<file path="src/rtl/shift_pipe.sv">
// Two-stage valid/ready barrel shifter (SRL, SRA, SLL). Stage 1 does the byte-granular
// coarse shift, stage 2 the bit-granular fine shift, and its register drives the output.
module shift_pipe #(
   parameter int WIDTH = 32
) (
   input  logic             clk,
   input  logic             rst,
   input  logic             in_valid,
   output logic             in_ready,
   input  logic [WIDTH-1:0] data,
   input  logic [4:0]       shamt,
   input  logic [1:0]       op,
   input  logic             flush,
   output logic             out_valid,
   input  logic             out_ready,
   output logic [WIDTH-1:0] result
);

   localparam logic [1:0] OP_SRA = 2'b01;
   localparam logic [1:0] OP_SLL = 2'b10;

   logic             s1_valid;
   logic [WIDTH-1:0] s1_data;
   logic [2:0]       s1_fine;
   logic             s1_fill;
   logic             s1_rev;

   logic             s2_valid;
   logic [WIDTH-1:0] s2_data;

   logic             s1_adv;
   logic             s2_adv;

   logic             rev_in;
   logic             fill_in;
   logic [WIDTH-1:0] operand;
   logic [WIDTH-1:0] coarse;
   logic [WIDTH-1:0] fine;
   logic [WIDTH-1:0] s2_next;

   function automatic logic [WIDTH-1:0] bit_reverse(input logic [WIDTH-1:0] x);
      logic [WIDTH-1:0] r;
      for (int i = 0; i < WIDTH; i++) begin
         r[i] = x[WIDTH-1-i];
      end
      return r;
   endfunction

   function automatic logic [WIDTH-1:0] shift_right_fill(input logic [WIDTH-1:0] x,
                                                         input logic [4:0]       amt,
                                                         input logic             fill);
      logic [2*WIDTH-1:0] ext;
      ext = {{WIDTH{fill}}, x} >> amt;
      return ext[WIDTH-1:0];
   endfunction

   // SLL is done as a right shift on the bit-reversed operand, undone after stage 2.
   always_comb begin
      rev_in  = (op == OP_SLL);
      fill_in = (op == OP_SRA) ? data[WIDTH-1] : 1'b0;
      operand = rev_in ? bit_reverse(data) : data;
      coarse  = shift_right_fill(operand, {shamt[4:3], 3'b000}, fill_in);
   end

   always_comb begin
      fine    = shift_right_fill(s1_data, {2'b00, s1_fine}, s1_fill);
      s2_next = s1_rev ? bit_reverse(fine) : fine;
   end

   assign s2_adv    = !s2_valid || out_ready;
   assign s1_adv    = !s1_valid || s2_adv;
   assign in_ready  = s1_adv;
   assign out_valid = s2_valid;
   assign result    = s2_data;

   // Flush is applied last so it wins over any load in the same cycle.
   always_ff @(posedge clk) begin
      if (rst) begin
         s1_valid <= 1'b0;
         s1_data  <= '0;
         s1_fine  <= '0;
         s1_fill  <= 1'b0;
         s1_rev   <= 1'b0;
         s2_valid <= 1'b0;
         s2_data  <= '0;
      end else begin
         if (s1_adv) begin
            s1_valid <= in_valid;
            if (in_valid) begin
               s1_data <= coarse;
               s1_fine <= shamt[2:0];
               s1_fill <= fill_in;
               s1_rev  <= rev_in;
            end
         end
         if (s2_adv) begin
            s2_valid <= s1_valid;
            if (s1_valid) begin
               s2_data <= s2_next;
            end
         end
         if (flush) begin
            s1_valid <= 1'b0;
            s2_valid <= 1'b0;
         end
      end
   end

endmodule
</file>
<file path="config.mk">
export PLATFORM = sky130hd
export DESIGN_NAME = shift_pipe
export DESIGN_NICKNAME = d
export VERILOG_FILES = /design/src/rtl/shift_pipe.sv
export SDC_FILE = /design/constraint.sdc
export NUM_CORES = 1
export LEC_CHECK = 0
export BUFFER_PORTS_ARGS = -buffer_cell sky130_fd_sc_hd__buf_2
export CELL_PAD_IN_SITES_DETAIL_PLACEMENT = 2
export CELL_PAD_IN_SITES_GLOBAL_PLACEMENT = 2
export CORE_MARGIN = 2
export CORE_UTILIZATION = 38
export CTS_CLUSTER_SIZE = 40
export DETAILED_ROUTE_END_ITERATION = 8
export PLACE_DENSITY = 0.95
export SLEW_MARGIN = 20
export SYNTH_ARGS = -nofsm -noshare
export SYNTH_HDL_FRONTEND = slang
export SYNTH_SLANG_ARGS = --single-unit
export TNS_END_PERCENT = 5
</file>
<file path="constraint.sdc">
create_clock -name clk -period 4.65 [get_ports clk]
set_clock_uncertainty 0.05 [all_clocks]
set_input_delay 0.2325 -clock clk [delete_from_list [all_inputs] [get_ports clk]]
set_output_delay 0.2325 -clock clk [all_outputs]
set_load 0.05 [all_outputs]
</file>
## Word level (Yosys, flattened, before mapping)

Index checks and enable logic that the tools add are counted.

- Bits of input ports: 44
- Register bits after elaboration: 71
- Output and inout bits: 34

- Shifts and indexed selects: 2
- Equal/unequal tests: 2
- Mux-type cells: 3
- Reduce and logical (&&, ||, !) cells: 7

Operators with widths:

| cell | count |
|---|---|
| 32-bit two-way mux | 2 |
| 64-bit by 3-bit >> shifter with 32-bit output | 1 |
| 64-bit by 5-bit >> shifter with 32-bit output | 1 |
| 2-bit AND reduction | 2 |
| 2-bit by 1-bit == test with 1-bit output, second input constant | 1 |
| 2-bit == test, second input constant | 1 |
| 1-bit zero test | 2 |
| 1-bit logical OR | 2 |
| 2-bit OR reduction | 1 |
| 1-bit two-way mux | 1 |

## Logic depth before layout (Yosys ltp)

Gate-level depths: netlist (run 1).

- Depth in word-level cells: 4
- Gate-level depth with buffers: 7
- Mapped depth without buffers: 5

## Worst setup path after synthesis (run 1)

OpenSTA, ideal clock, no wires.

- Path type: reg2reg
- From: register s2_valid, in the netlist out_valid
- To: register s1_fine[2]
- Setup time: 0.070 ns
- Arrival: 1.850 ns
- Stages on the path, launching flop included: 7
- Buffers on the path: 1
- Slack: 2.679 ns
- Path through: dfxtp_1 -> and3b_1 -> inv_1 -> nand2_1 -> clkbuf_1 -> nand2_1 -> a21oi_1

- Cells in the longest elaborated chain, start to end: 4

RTL lines:

| element | line | text |
|---|---|---|
| from (decl) | 28 | `logic s2_valid;` |
| from (signal assigned) | 97 | `s2_valid <= s1_valid;` |
| 1-bit zero test | 70 | `assign s2_adv = !s2_valid \|\| out_ready;` |
| 1-bit logical OR | 70 |  |
| 1-bit logical OR | 71 | `assign s1_adv = !s1_valid \|\| s2_adv;` |
| via in_ready | 9 | `output logic in_ready,` |
| 2-bit AND reduction (no source line) | n/a |  |
| to (signal assigned) | 91 | `s1_fine <= shamt[2:0];` |
| to (decl) | 24 | `logic [2:0] s1_fine;` |

The timed path passes the listed nets, and every way through them passes these cells.
A chain may end at the register's enable or synchronous reset.

## Worst setup path in the final report (run 1)

- From: register s1_fine[0]
- To: register s2_data[3], in the netlist result[3]

- Cells in the longest elaborated chain, start to end: 2

RTL lines:

| element | line | text |
|---|---|---|
| 64-bit by 3-bit >> shifter with 32-bit output | 53 | `ext = {{WIDTH{fill}}, x} >> amt;` |
| 32-bit two-way mux | 67 | `s2_next = s1_rev ? bit_reverse(fine) : fine;` |
| to (signal assigned) | 99 | `s2_data <= s2_next;` |
| to (decl) | 29 | `logic [WIDTH-1:0] s2_data;` |

Every way passes these cells.

==> impl_results.md, run 1 <==
* Slowest stage cell, crit path: dfxtp_2
* DR WL/cell at ~24 µm
* Die X at 114 µm
* Final Hold Fails at 0
* Post-synthesis async set-or-reset flop share at 0
* N_diodes at 0
* Slew @ Worst Pin at 1090 ps
* RSZ-0062 raised after global routing: no
* FF-to-FF path depth at 4
* Total track usage at 0.252
* F_max at 368 MHz
* Worst setup SP type: register
* Max-slew violation count at 0
* First-pass GRT wire length at 25,500 µm
* Crit-path leading delay family: flip-flops
* Finished Layout Cells at roughly 670
* Cell count after synthesis at 465
* Share of cells above drive strength 1 at 0.284
* Synth Cell Area at 0.00461 mm²
* Critical path capture point type: register
* Cts hold-fix bufs at 0
* Maximum vdd drop at 183 µV
* Post-CTS Setup Inserts at 0
* Crit path from: s1_fine[0]$_SDFFE_PP0P_
* IO Port Bufs at 77
* CP endpoint: result[3]$_SDFFE_PP0P_
* Leakage at around 2.1 nW
* Routed wire length at about 16,000 µm
* Number of synthesized flops with an enable pin at 0
* Die height at 114 µm
* Initial Util at 0.387
* Yosys top cell area share at 0.308
* Vias in the first global route at around 4,500
* Sink Count at 71
* Total number of vias at 4,131
* Worst Hold Class: primary input to register
* CTS tree: built
* Critical path data required time at 4830 ps
* Most Used Layer, Global Route: met2
* Warnings, synthesis at 0
* Commonest register cell after synthesis: dfxtp_1
* Largest net degree at the start of global routing at 42
* Rows at 40
* Number of stages on the worst setup path at 4
* Pre-CTS WS at 1950 ps
* Post-CTS Resized at 0
* 1st-iter DRT viols at 228
* Placed cell count at 650
* GP Congestion at 0.790
* Vias/cell at 6.18
* Reg2reg start: s1_fine[0]$_SDFFE_PP0P_
* Critical Path AT at 2900 ps
* CTS root buf: clkbuf_16
* Maximum root-to-sink buffer count at 2
* Synth cell count leaders: mux2i_1, dfxtp_1, nand2_1, nor2_1, mux4_2
* Setup TNS at 0 ps
* Syn nets at about 510
* Power Dens Cells at 344 mW/mm²
* Fin nets at 560
* Remaining global-route overflow at 0
* Yosys reg bits at 71
* R2R setup slack at ~1900 ps
* Synth top area cells: dfxtp_1, mux2i_1, mux4_2, o221ai_1, nand2_1
* Tcrit/Tclk final at 0.584
* Post-Syn Area per Cell at roughly 10 µm²
* Worst-path clk slew at 60 ps
* Crit path buf inv count at 0
* Register area share after synthesis at 0.308
* Critical path class: register to register
* Hpwl dp at 11,700 µm
* Max_cap viols at 0
* Setup ws final at 1930 ps
* # setup viols final at 0
* # IOs at between 70 and 80
* Core Region at 0.0119 mm²
* First-pass DRT Iterations at 4
* Global routing met2 resource utilization at 0.460
* DRC viols at 0
* RR Endpoint: result[3]$_SDFFE_PP0P_
* Met1 GRT Util at 0.308
* Status: finished, final reports clean
* Area Overhead vs Synth at 16.3%
* Critical-path cell list: mux4_2, a222oi_1, nand2_1, a32o_1
* Total Power at 1.85 mW
* Initial antenna violation count at 0
* Leading area contributor after synthesis: dfxtp_1
* Final min period at 2720 ps
* Clock buffer count from CTS at 9
* Most numerous cell in the Yosys netlist: mux2i_1
* Number of fillers in the final layout at around 1,300
* Antenna Violating Nets Remaining at 0
* Met3 Use GR at 0.0355
* Max H-tree Level at 3
* Worst skew pair latency at 340 ps
* Slew margin rel. at 0.273
* Die ar. at 0.0130 mm²
* Worst-path fanout max at 39
* Max incr delay on CP at 1020 ps
* Yosys cell types at 40
==> stage by stage <==
step / hold WS, ps / util / instance area (µm²)
final: 24.6 / 0.450 / 5370
after global routing: 34.4 / 0.450 / 5370
after CTS: 15.1 / 0.449 / 5340
after detailed placement: 373 / 0.420 / 5000
after global placement: 374 / 0.420 / 5000
after floorplan: 255 / - / 4610
==> power by group <==
group | internal (mW) | switching (mW)
clock | 0.526 | 0.275
sequential | 0.640 | 0.0519
combinational | 0.148 | 0.208
==> worst min path at each step <==
| stage | from | end | slack, ps | cells after the start |
|---|---|---|---|---|
| 2_1_floorplan | flush | out_valid$_SDFFE_PP0P_ | 260 | 1 |
| 3_3_place_gp | flush | out_valid$_SDFFE_PP0P_ | 370 | 2 |
| 3_5_place_dp | flush | s1_valid$_SDFFE_PP0P_ | 370 | 2 |
| 4_1_cts | flush | out_valid$_SDFFE_PP0P_ | 20 | 2 |
| 5_1_grt | flush | s1_valid$_SDFFE_PP0P_ | 30 | 2 |
| 6_report | flush | s1_valid$_SDFFE_PP0P_ | 20 | 2 |
==> routing by layer <==
layer	up-vias	wire (µm)	share of wire
li1	1902	-	-
met2	111	8260	0.52
met4	0	348	0.022
met5	-	0	0
met3	28	428	0.027
met1	2090	6850	0.43
==> cell families (layout without fill, tap and decap cells) <==
kind of cell / count (synthesis) / count (layout) / synth area share
multiplexers: 123 / 123 / 0.357
AND/OR/NAND/NOR: 115 / 115 / 0.110
AO/OA/AOI/OAI: 102 / 102 / 0.164
flip-flops: 71 / 71 / 0.308
buffers and inverters: 53 / 109 / 0.0581
adder cells (fa/ha/maj): 1 / 1 / 0.00217
==> flip-flops by register name (all words and copies together), names as in the netlist <==
name	flops
result	32
s1_data	32
s1_fine	3
out_valid	1
s1_fill	1
s1_rev	1
s1_valid	1
==> final cells by class <==
class                           count  area [µm²]  share of cell area
Multi-Input combinational cell    341        2940               0.547
Sequential cell                    71        1420               0.265
Timing Repair Buffer               83         438              0.0816
Clock buffer                        9         225              0.0420
Tap cell                          147         184              0.0343
Clock inverter                      7         120              0.0224
Inverter                           10        37.5             0.00700
==> cells in the final DEF, fill, tap and decap left out, types with 2 or more instances in the layout <==
cell / netlist / final
nor2_1: 34 / 33
mux4_2: 32 / 32
a221o_1: 8 / 8
bufinv_16: 0 / 3
nand2_1: 44 / 44
dfxtp_1: 71 / 69
a2bb2oi_1: 4 / 4
clkbuf_16: 0 / 9
inv_1: 8 / 8
buf_2: 10 / 77
a22oi_1: 2 / 2
a211oi_1: 18 / 18
nand3_1: 10 / 10
o21ai_0: 13 / 13
buf_4: 5 / 4
nand4_1: 2 / 2
clkinv_1: 2 / 2
o221ai_1: 21 / 21
mux2_2: 12 / 12
a21oi_1: 15 / 14
mux2i_1: 79 / 79
a32o_1: 2 / 2
buf_6: 5 / 2
dfxtp_2: 0 / 2
nor3_1: 11 / 11
o211ai_1: 14 / 14
nor4_1: 3 / 3
nor2b_1: 4 / 3
Note: power is estimated with default switching activity, not from simulation.
==> run 2, diff against run 1 <==
- CORE_UTILIZATION: 38 -> 36
- PLACE_DENSITY: 0.95 -> 0.92
- clock period: 4.65 -> 2.65 ns (I/O delays scaled with it)
==> run 2 against run 1 <==
Net effect: flip-flop and latch count did not move; clock power rose by 84%; utilization fell by 1.1 points; critical path depth rose by 1; via count fell by 0.61%; hold slack improved by 75 ps; maximum frequency rose by 21%; die area rose by 5.4%; non-clock buffer count rose by 14; critical path type unchanged; critical endpoint is now result[9]$_SDFFE_PP0P_.
==> impl_results.md, run 2 (synthesis gave the netlist of run 1 again) <==
* Power Dens Cells at 601 mW/mm²
* Post-CTS Resized at 0
* CTS tree: built
* Share of cells above drive strength 1 at 0.293
* Critical path capture point type: register
* Max-slew violation count at 0
* Vias/cell at 5.81
* Die X at 117 µm
* Max_cap viols at 0
* R2R setup slack at 410 ps
* Sink Count at ~70
* Worst skew pair latency at 340 ps
* Final min period at 2240 ps
* Critical path data required time at 2800 ps
* Remaining global-route overflow at 0
* IO Port Bufs at 77
* Total number of vias at between 4,000 and 5,000
* Maximum root-to-sink buffer count at 2
* DRC viols at 0
* Total track usage at 0.235
* Vias in the first global route at between 4,000 and 5,000
* Antenna Violating Nets Remaining at 0
* Worst-path clk slew at 60 ps
* Area Overhead vs Synth at 19.7%
* Commonest non-fill, non-tap cells in the layout: mux2i_1, buf_2, dfxtp_1
* Core Region at 0.0126 mm²
* Critical path class: register to register
* # IOs at 78
* First-pass GRT wire length at 24,600 µm
* 1st-iter DRT viols at 242
* # setup viols final at 0
* Initial Util at 0.367
* First-pass DRT Iterations at 4
* Die height at around 120 µm
* DR WL/cell at between 20 and 25 µm
* Slew @ Worst Pin at 738 ps
* Die ar. at 0.0137 mm²
* Most common cell after layout, fill and taps aside: mux2i_1
* RSZ-0062 raised after global routing: no
* Setup TNS at 0 ps
* Initial antenna violation count at 0
* Hpwl dp at roughly 12,000 µm
* Max H-tree Level at 3
* Tcrit/Tclk final at 0.846
* Maximum vdd drop at 323 µV
* Rows at 41
* Leakage at 2.14 nW
* Routed wire length at 15,400 µm
* CTS root buf: clkbuf_16
* Status: finished, final reports clean
* GP Congestion at between 0.8 and 0.9
* N_diodes at 0
* Critical Path AT at about 2400 ps
* Worst-path fanout max at 23
* Final Hold Fails at 0
* Slew margin rel. at 0.504
* Worst Hold Class: primary input to register
* Worst setup SP type: register
* Fin nets at 574
* F_max at 446 MHz
* Largest net degree at the start of global routing at 38
* Clock buffer count from CTS at 9
* Hold WS at around 100 ps
[run 2: cell types whose count changed in the layout (fill, tap and decap cells not counted)]
cell / before / now
dlygate4sd3_1: 0 / 4
buf_6: 2 / 0
clkinv_4: 1 / 0
clkbuf_1: 0 / 1
buf_4: 4 / 16
inv_6: 1 / 0
bufinv_16: 3 / 4
[run 2: per-layer routing]
metal	global-route usage	vias to the layer above	routed length, µm
li1	-	1924	-
met1	0.292	2074	6810
met2	0.421	94	7890
met3	0.0309	14	500
met4	0.0737	0	232
met5	0	-	0
[run 2: path summary, 6_finish.rpt]
path,start,endpoint,cells past startpoint
max,s1_fine[1]$_SDFFE_PP0P_,result[9]$_SDFFE_PP0P_,5
min,in_valid,s1_valid$_SDFFE_PP0P_,3
min reg2reg,result[6]$_SDFFE_PP0P_,result[6]$_SDFFE_PP0P_,2
max reg2reg,s1_fine[1]$_SDFFE_PP0P_,result[9]$_SDFFE_PP0P_,5
[run 2: per-stage QoR]
stage	setup slack, ps	cell area [µm²]	power (mW)	instances	utilization
final	409	5520	3.32	707	0.439
after global routing	336	5520	3.45	707	0.439
after CTS	455	5520	3.33	707	0.439
after detailed placement	485	5120	1.85	687	0.407
after global placement	579	5120	1.80	687	0.407
after floorplan	679	4610	1.64	465	-
[run 2: repair_timing]
action	in CTS	in global routing
endpoints found under the hold margin	5	0
hold buffers	4	0
buffers inserted	0	0
[run 2: where the power goes]
part	switching [mW]	leakage, nW	internal, mW
registers	0.0732	0.581	1.12
logic	0.377	1.38	0.270
clock network	0.461	0.173	1.01
total	0.911	2.14	2.41
[run 2: layout make-up]
class                   instances  area (µm²)
multi-input cells             341        2940
well taps                     172         215
flip-flops and latches         71        1420
repair buffers                 97         546
clock inverters                 6         133
inverters                      10        37.5
fillers                      1341        7050
clock buffers                  10         229
[run 2: worst max-delay path, cell delays in order, from the launching register on]
cell	delay [ps]
dfxtp_2	710
buf_4	350
mux2i_1	360
mux2i_1	180
mux2i_1	290
o221ai_1	160
